`src/rtl/spi_reg_bridge.sv`:
```
`timescale 1ns/1ps
// spi_reg_bridge: SPI mode-0 slave that turns framed SPI traffic into
// register-bus reads and writes.
//
// A frame is one command byte followed by one or more data words, all MSB first:
//   cmd[7] = 1 write / 0 read, cmd[6] = burst, cmd[ADDR_W-1:0] = start address.
//
// Ports:
//   clk, rst_n            system clock, async active-low reset
//   spi_cs_n/clk/mosi     raw SPI pins, synchronized internally
//   spi_miso, spi_miso_oe serial read data and its pad enable (read data phase only)
//   reg_addr, reg_wdata   register address and write data (both hold between frames)
//   reg_wr, reg_rd        one-clk strobes
//   reg_rdata             read data, valid the clk after reg_rd
//   frame_err             one-clk pulse when cs_n rises mid-command or mid-word
//
// state   | meaning
// --------+-----------------------------------------------------------
// S_IDLE  | cs_n high, or cs_n low without a fresh falling edge
// S_CMD   | shifting in the command byte
// S_WDATA | shifting in write words
// S_RDATA | shifting out read words, MISO driven
module spi_reg_bridge #(
  parameter int ADDR_W      = 4,
  parameter int DATA_W      = 8,
  parameter int SYNC_STAGES = 2
) (
  input  logic              clk,
  input  logic              rst_n,
  input  logic              spi_cs_n,
  input  logic              spi_clk,
  input  logic              spi_mosi,
  output logic              spi_miso,
  output logic              spi_miso_oe,
  output logic [ADDR_W-1:0] reg_addr,
  output logic [DATA_W-1:0] reg_wdata,
  output logic              reg_wr,
  output logic              reg_rd,
  input  logic [DATA_W-1:0] reg_rdata,
  output logic              frame_err
);

  localparam int CNT_W = $clog2(DATA_W + 1);
  localparam logic [CNT_W-1:0] CMD_LAST  = CNT_W'(7);
  localparam logic [CNT_W-1:0] WORD_LAST = CNT_W'(DATA_W - 1);

  typedef enum logic [1:0] {S_IDLE, S_CMD, S_WDATA, S_RDATA} state_t;

  // cs_n synchronizer resets low so a cs_n already low at reset release
  // never looks like a fresh falling edge.
  logic [SYNC_STAGES-1:0] cs_sync_q, sck_sync_q, mosi_sync_q;
  logic                   cs_prev_q, sck_prev_q;

  always_ff @(posedge clk or negedge rst_n) begin
    if (!rst_n) begin
      cs_sync_q   <= '0;
      sck_sync_q  <= '0;
      mosi_sync_q <= '0;
      cs_prev_q   <= 1'b0;
      sck_prev_q  <= 1'b0;
    end else begin
      cs_sync_q   <= {cs_sync_q[SYNC_STAGES-2:0], spi_cs_n};
      sck_sync_q  <= {sck_sync_q[SYNC_STAGES-2:0], spi_clk};
      mosi_sync_q <= {mosi_sync_q[SYNC_STAGES-2:0], spi_mosi};
      cs_prev_q   <= cs_sync_q[SYNC_STAGES-1];
      sck_prev_q  <= sck_sync_q[SYNC_STAGES-1];
    end
  end

  logic cs_s, sck_s, mosi_s;
  logic cs_fall, cs_rise, sck_rise, sck_fall;

  assign cs_s     = cs_sync_q[SYNC_STAGES-1];
  assign sck_s    = sck_sync_q[SYNC_STAGES-1];
  assign mosi_s   = mosi_sync_q[SYNC_STAGES-1];
  assign cs_fall  = cs_prev_q & ~cs_s;
  assign cs_rise  = ~cs_prev_q & cs_s;
  assign sck_rise = ~sck_prev_q & sck_s;
  assign sck_fall = sck_prev_q & ~sck_s;

  state_t            state_q;
  logic [CNT_W-1:0]  bit_cnt_q;
  logic [DATA_W-2:0] shift_in_q;   // the last bit of a word comes straight from mosi_s
  logic [DATA_W-1:0] shift_out_q;
  logic              burst_q;
  logic              skip_fall_q;  // swallow the falling edge ahead of a word's first bit
  logic              rd_cap_q;     // reg_rdata is valid this clk
  logic              inc_q;        // bump address once the reg_wr strobe has been seen
  logic [ADDR_W-1:0] reg_addr_q;
  logic [DATA_W-1:0] reg_wdata_q;
  logic              reg_wr_q, reg_rd_q, frame_err_q, miso_oe_q;
  logic              word_last;

  assign word_last = (state_q == S_CMD) ? (bit_cnt_q == CMD_LAST) : (bit_cnt_q == WORD_LAST);

  always_ff @(posedge clk or negedge rst_n) begin
    if (!rst_n) begin
      state_q     <= S_IDLE;
      bit_cnt_q   <= '0;
      shift_in_q  <= '0;
      shift_out_q <= '0;
      burst_q     <= 1'b0;
      skip_fall_q <= 1'b0;
      rd_cap_q    <= 1'b0;
      inc_q       <= 1'b0;
      reg_addr_q  <= '0;
      reg_wdata_q <= '0;
      reg_wr_q    <= 1'b0;
      reg_rd_q    <= 1'b0;
      frame_err_q <= 1'b0;
      miso_oe_q   <= 1'b0;
    end else begin
      reg_wr_q    <= 1'b0;
      reg_rd_q    <= 1'b0;
      frame_err_q <= 1'b0;
      inc_q       <= 1'b0;
      rd_cap_q    <= reg_rd_q;
      if (inc_q) reg_addr_q <= reg_addr_q + ADDR_W'(1);

      case (state_q)
        S_IDLE: begin
          if (cs_fall) begin
            state_q    <= S_CMD;
            bit_cnt_q  <= '0;
            shift_in_q <= '0;
          end
        end
        S_CMD: begin
          if (sck_rise) begin
            shift_in_q <= {shift_in_q[DATA_W-3:0], mosi_s};
            if (word_last) begin
              bit_cnt_q  <= '0;
              reg_addr_q <= ADDR_W'({shift_in_q[6:0], mosi_s});
              burst_q    <= shift_in_q[5];
              if (shift_in_q[6]) begin
                state_q <= S_WDATA;
              end else begin
                state_q     <= S_RDATA;
                reg_rd_q    <= 1'b1;
                miso_oe_q   <= 1'b1;
                skip_fall_q <= 1'b1;
              end
            end else begin
              bit_cnt_q <= bit_cnt_q + CNT_W'(1);
            end
          end
        end
        S_WDATA: begin
          if (sck_rise) begin
            shift_in_q <= {shift_in_q[DATA_W-3:0], mosi_s};
            if (word_last) begin
              bit_cnt_q   <= '0;
              reg_wdata_q <= {shift_in_q, mosi_s};
              reg_wr_q    <= 1'b1;
              inc_q       <= burst_q;
            end else begin
              bit_cnt_q <= bit_cnt_q + CNT_W'(1);
            end
          end
        end
        S_RDATA: begin
          if (sck_rise) begin
            if (word_last) begin
              bit_cnt_q   <= '0;
              skip_fall_q <= 1'b1;
              reg_rd_q    <= 1'b1;
              if (burst_q) reg_addr_q <= reg_addr_q + ADDR_W'(1);
            end else begin
              bit_cnt_q <= bit_cnt_q + CNT_W'(1);
            end
          end
          if (sck_fall) begin
            if (skip_fall_q) skip_fall_q <= 1'b0;
            else             shift_out_q <= {shift_out_q[DATA_W-2:0], 1'b0};
          end
          if (rd_cap_q) shift_out_q <= reg_rdata;
        end
        default: state_q <= S_IDLE;
      endcase

      // A last-bit rising edge in the same clk as cs_n rising still completes the word.
      if (state_q != S_IDLE && cs_rise) begin
        state_q     <= S_IDLE;
        miso_oe_q   <= 1'b0;
        shift_out_q <= '0;
        skip_fall_q <= 1'b0;
        bit_cnt_q   <= '0;
        frame_err_q <= (bit_cnt_q != '0) && !(sck_rise && word_last);
      end
    end
  end

  assign spi_miso    = shift_out_q[DATA_W-1];
  assign spi_miso_oe = miso_oe_q;
  assign reg_addr    = reg_addr_q;
  assign reg_wdata   = reg_wdata_q;
  assign reg_wr      = reg_wr_q;
  assign reg_rd      = reg_rd_q;
  assign frame_err   = frame_err_q;

endmodule
```
`config.mk`:
```
export PLATFORM = sky130hd
export DESIGN_NAME = spi_reg_bridge
export DESIGN_NICKNAME = d
export VERILOG_FILES = /design/src/rtl/spi_reg_bridge.sv
export SDC_FILE = /design/constraint.sdc
export NUM_CORES = 1
export LEC_CHECK = 0
export CORE_MARGIN = 5
export CORE_UTILIZATION = 30
export DETAILED_ROUTE_END_ITERATION = 7
export GPL_TIMING_DRIVEN = 0
export PLACE_DENSITY = 0.48
export SYNTH_ARGS = -nofsm -noshare
export SYNTH_HDL_FRONTEND = slang
export SYNTH_SLANG_ARGS = --single-unit
```
`constraint.sdc`:
```
create_clock -name clk -period 3.4 [get_ports clk]
set_clock_uncertainty 0.1 [all_clocks]
set_input_delay 0.68 -clock clk [delete_from_list [all_inputs] [get_ports clk]]
set_output_delay 0.68 -clock clk [all_outputs]
set_load 0.05 [all_outputs]
```
==> Word level (Yosys, flattened, before mapping) <==
Cells that the tools add are included.
{ "op_classes": {"n_addsub": 2, "n_eq_ne": 13, "mux": 48, "n_bitwise": 8, "n_reduce_logical": 25} }
{ "ops": {"columns": ["cell", "count"], "rows": [
  ["$mux W4", 10],
  ["$mux W8", 5],
  ["$mux W1", 21],
  ["$pmux W4 S2", 2],
  ["$mux W7", 2],
  ["$pmux W7 S2", 1],
  ["$reduce_and A3 Y1", 4],
  ["$reduce_and A4 Y1", 3],
  ["$reduce_bool A2 Y1", 6],
  ["$ne A3 B2 Y1 const B", 3],
  ["$reduce_bool A3 Y1", 3],
  ["$add A4 B1 Y4 const B", 2],
  ["$mux W2", 4],
  ["$ne A3 B1 Y1 const B", 2],
  ["$and A1 B1 Y1", 4],
  ["$eq A2 B2 Y1 const B", 2],
  ["$eq A4 B3 Y1 const B", 1],
  ["$ne A2 B1 Y1 const B", 2],
  ["$not A1 Y1", 4],
  ["$pmux W1 S2", 2],
  ["$pmux W2 S2", 1],
  ["$reduce_bool A4 Y1", 1],
  ["$logic_and A1 B1 Y1", 3],
  ["$ne A3 B3 Y1 const B", 1],
  ["7 further kinds", 7]
]} }
{ "word_totals": {"regBits": 49, "input_bits": 13, "out_inout_bits": 17} }

==> Longest topological paths before layout <==
{ "logic_depth": {"word_depth": 7, "ltp_mapped": 7} }

==> Worst setup path before layout <==
No wires, ideal clock.
{ "synth_timing": {"kind": "register -> register", "from": "reg state_q[0]", "to": "reg state_q[0]", "setup_ns": 0.128, "arrival_ns": 1.656, "t_required_ns": 3.172, "setup_slack_ns": 1.516, "path_stages_with_launch": 7, "period_less_slack_ns": 1.884, "cell_sequence": "dfrtp_1 inv_1 ha_1 or3b_1 clkbuf_2 o221ai_2 mux2_1"} }
{ "synth_between": {"elab_chain_len": 4, "word_cells_on_any_way": 11} }
{ "synth_lines": {"columns": ["item", "line_no", "rtl"], "rows": [
  ["from (decl)", "81", "state_t state_q;"],
  ["from (signal assigned)", "98", "state_q <= S_IDLE;"],
  ["from (signal assigned)", "123", "state_q <= S_CMD;"],
  ["from (signal assigned)", "136", "state_q <= S_WDATA;"],
  ["$reduce_bool A2 Y1", "182", "if (state_q != S_IDLE && cs_rise) begin"],
  ["$logic_and A1 B1 Y1", "182", null],
  ["$ne A3 B2 Y1 (no line), or another cell as far along", null, null],
  ["$reduce_and A4 Y1 (no line)", null, null]
]} }
Several ways; a longest one is shown, not always the timed one.
A chain may end at the register's enable or synchronous reset.

==> Worst setup path after layout <==
{ "layout_timing": {"from": "reg reg_addr_q[0] (netlist: reg_addr[0])", "to": "out reg_addr[0]"} }
{ "layout_lines": {"columns": ["item", "line_no", "rtl"], "rows": [
  ["from (decl)", "89", "logic [ADDR_W-1:0] reg_addr_q;"],
  ["from (signal assigned)", "118", "if (inc_q) reg_addr_q <= reg_addr_q + ADDR_W'(1);"],
  ["from (signal assigned)", "133", "reg_addr_q <= ADDR_W'({shift_in_q[6:0], mosi_s});"],
  ["from (signal assigned)", "167", "if (burst_q) reg_addr_q <= reg_addr_q + ADDR_W'(1);"],
  ["to (decl)", "35", "output logic [ADDR_W-1:0] reg_addr,"]
]} }
No word-level cell between the ends.

==> out/metrics.csv <==
stage,metric,value,unit
drt,detailed-route DRC error count,0,
global_routing,total global-route track usage,10.7,%
cells_and_area,share of post-route cells with drive strength above 1,15.0,%
setup_path,WP data arrival,1.62,ns
sta,Final WS setup,1.00,ns
global_routing,initial antenna violation count,0,
sta,clock period minus worst slack,2.40,ns
drt,Pre-Repair DR Iteration Count,4,
synthesis,Adder-Cell Fraction of Synth Area,4.10,%
setup_path,Worst path slowest cell,clkdlybuf4s50_1,
sta,Worst slew margin,66.5,%
floorplan,die area,10000,µm²
clock_tree,"CTS clk-pin slew, worst paths",0.09,ns
outcome,status,finished clean,
global_routing,vias in the first global route,1723,
synthesis,top post-synthesis cells by area,"dfrtp_1, mux2_4, mux2i_1",
floorplan,Core Region,7810,µm²
setup_path,CP cell instances,clkdlybuf4s50_1,
synthesis,Yosys reg bits,49,
pwr,worst vdd ir,0.000180,V
setup_path,crit-path max FO,7,
pwr,Leakage,1.30,nW
synthesis,fraction of the yosys area taken by sequential cells,50.3,%
cells_and_area,fin nets,275,
synthesis,YS warnings,0,
global_routing,first-pass GRT wire length,8650,µm
synthesis,Post-Syn Area per Cell,11.2,µm²
cells_and_area,"commonest non-fill, non-tap cell in the layout",dfrtp_1,
sta,Tcrit/Tclk final,70.5,%
global_routing,Overflow after GRT,0,
sta,Fin Hold WS,0.199,ns
sta,Pins Over Slew Limit,0,
clock_tree,hold_buf cts,0,
flow_run,Max-cap violations,0,
global_routing,largest net degree at the start of global routing,33,
drt,wire length per cell,14.4,µm
place,pre-CTS setup slack,1.31,ns
worst_hold_path,type of the tightest min-delay check,in -> async,
drt,Initial DRC Count,68,
drt,total wire length,5140,µm
place,Port Buffers,29,
place,HPWL Detailed,3730,µm
pwr,combinational share of power,36.8,%
floorplan,Initial Utilization,31.2,%
place,GP Congestion,0.736,
pwr,PD cells,643,nW/µm²
floorplan,# rows,32,
setup_path,Worst Setup Start Kind,register,
synthesis,Synth Area in Compound Gates,15.3,%
cells_and_area,number of fill cells,800,
floorplan,DIE WIDTH,100,µm
synthesis,share of the synthesized area in the top cell type,50.3,%
clock_tree,clock sink total,49,
setup_path,worst endpoint required time,2.62,ns
clock_tree,Post-CTS Setup Repair Bufs,0,
pwr,sw power,0.000733,W
floorplan,num ports,30,
synthesis,post-synthesis simple-gate area fraction,15.2,%
setup_path,crit-path max cell delay,0.85,ns
clock_tree,worst skew pair latency,0.30,ns
clock_tree,Root Driver,clkbuf_8,
sta,RSZ-0062 raised after global routing,no,
synthesis,dominant cell type by area after synthesis,dfrtp_1,
cells_and_area,"commonest non-fill, non-tap cells in the layout","dfrtp_1, clkdlybuf4s50_1, nand2_1",
drt,Routed Antenna Nets,0,
setup_path,worst setup path class,reg -> out,
sta,final hold viol count,0,
cells_and_area,Final Util,38.1,%
sta,TNS Setup,0,ns
sta,f_max,0.417,GHz
synthesis,Mapped Nets,238,
synthesis,Post-Syn Area,2440,µm²
clock_tree,post-cts resize count,0,
cells_and_area,area grow syn2layout,22.0,%
pwr,P_int,0.00118,W
setup_path,crit path buf inv count,1,
clock_tree,H-tree levels,2,
floorplan,die height,100,µm
synthesis,mux contribution to synthesized area,10.4,%
clock_tree,CTS max path bufs,2,
clock_tree,total CTS buffers,5,
sta,worst slew pin tran,0.501,ns
clock_tree,CTS tree,yes,
synthesis,largest family of logic cells by synthesized area,compound AO/OA/AOI/OAI gates,
pwr,Switching Share,38.4,%
synthesis,post-synth cell types,55,
setup_path,nature of the critical path endpoint,primary output,
pwr,Seq pwr share,42.0,%
pwr,total power,0.00191,W
drt,vias per cell,4.85,
synthesis,xor/xnor cell area share of the yosys netlist,1.44,%
setup_path,Crit path max-delay family,buffers and inverters,
cells_and_area,Antenna diodes,0,
synthesis,Post-Synthesis Cells,217,
sta,Final setup violation count,0,
drt,routed vias,1725,
pwr,clock power share,21.2,%
==> path summary, 6_finish.rpt <==
check / start / end / slack [ns] / depth (start not counted)
worst max-delay path: reg_addr[0]$_DFF_PN0_ / reg_addr[0] / 1.00 / 1
worst min-delay path: rst_n / shift_out_q[4]$_DFFE_PN0P_ / 0.20 / 1
worst max register to register: state_q[0]$_DFFE_PN0P_ / state_q[0]$_DFFE_PN0P_ / 1.36 / 6
worst min register to register: sck_sync_q[0]$_DFF_PN0_ / sck_sync_q[1]$_DFF_PN0_ / 0.26 / 0
max in group asynchronous: rst_n / reg_wdata[0]$_DFFE_PN0P_ / 2.49 / 2
min in group clk: sck_sync_q[0]$_DFF_PN0_ / sck_sync_q[1]$_DFF_PN0_ / 0.26 / 0
==> power groups by stage <==
stage	registers (W)	clock network, W	logic [W]
global placement	0.000814	0	0.000708
CTS	0.000805	0.000425	0.000716
global route	0.000822	0.000444	0.000789
floorplan	0.000854	0	0.000462
finish	0.000802	0.000406	0.000703
detailed placement	0.000818	0	0.000711
==> synth_stat cells (all sizes together) <==
master,instances
a2111oi,1
a211oi,9
a21o,1
a21oi,8
a221o,1
a221oi,1
a311o,1
a31oi,1
and2b,1
and3,5
and3b,1
buf,5
clkbuf,4
dfrtp,49
ha,8
inv,9
mux2,10
mux2i,11
nand2,21
nand2b,5
nand3,7
nand3b,3
nand4,1
nor2,17
nor3,2
nor3b,2
o2111ai,1
o211ai,2
o21a,1
o21ai,15
o221ai,2
o22ai,1
o2bb2ai,1
o311ai,3
o31ai,1
o41ai,1
or3b,1
xnor2,3
xor2,1
==> logic make-up after synthesis <==
family,Yosys count
and+or+nand+nor,66
AOI/OAI and AO/OA,51
DFF,49
muxes,21
buffers and inverters,18
adders and majority gates,8
xor gates and xnor gates,4
==> layer usage <==
| layer | global-route usage (%) | vias to the layer above | share of wire, % |
|---|---|---|---|
| met4 | 3.42 | 0 | 1.5 |
| met3 | 2.22 | 5 | 3.3 |
| met2 | 16.2 | 25 | 45 |
| met1 | 15.4 | 841 | 50 |
| li1 | - | 854 | - |
| met5 | 0 | - | 0 |
==> area by class of cell <==
cell class              count  area (µm²)  area share [%]
clock buffers               5        68.8            2.31
repair buffers             30         305            10.3
flip-flops and latches     49        1230            41.2
clock inverters             2        35.0            1.18
plain buffers               9        46.3            1.56
multi-input cells         150        1130            38.1
well taps                 102         128            4.29
inverters                   9        33.8            1.14
==> state kept, by name, indices dropped and copies added, names as in the netlist, 2 cells and up <==
name and flops:
bit_cnt_q 4, cs_sync_q 2, mosi_sync_q 2, reg_addr 4, reg_wdata 8, sck_sync_q 2, shift_in_q 7, shift_out_q 8
state_q 2
==> metrics by stage <==
step,cells,area [µm²]
after CTS,356,2980
after global placement,348,2860
final,356,2980
after floorplan,217,2440
after global routing,356,2980
after detailed placement,349,2870
No activity file was read; power rests on OpenSTA's default activity.
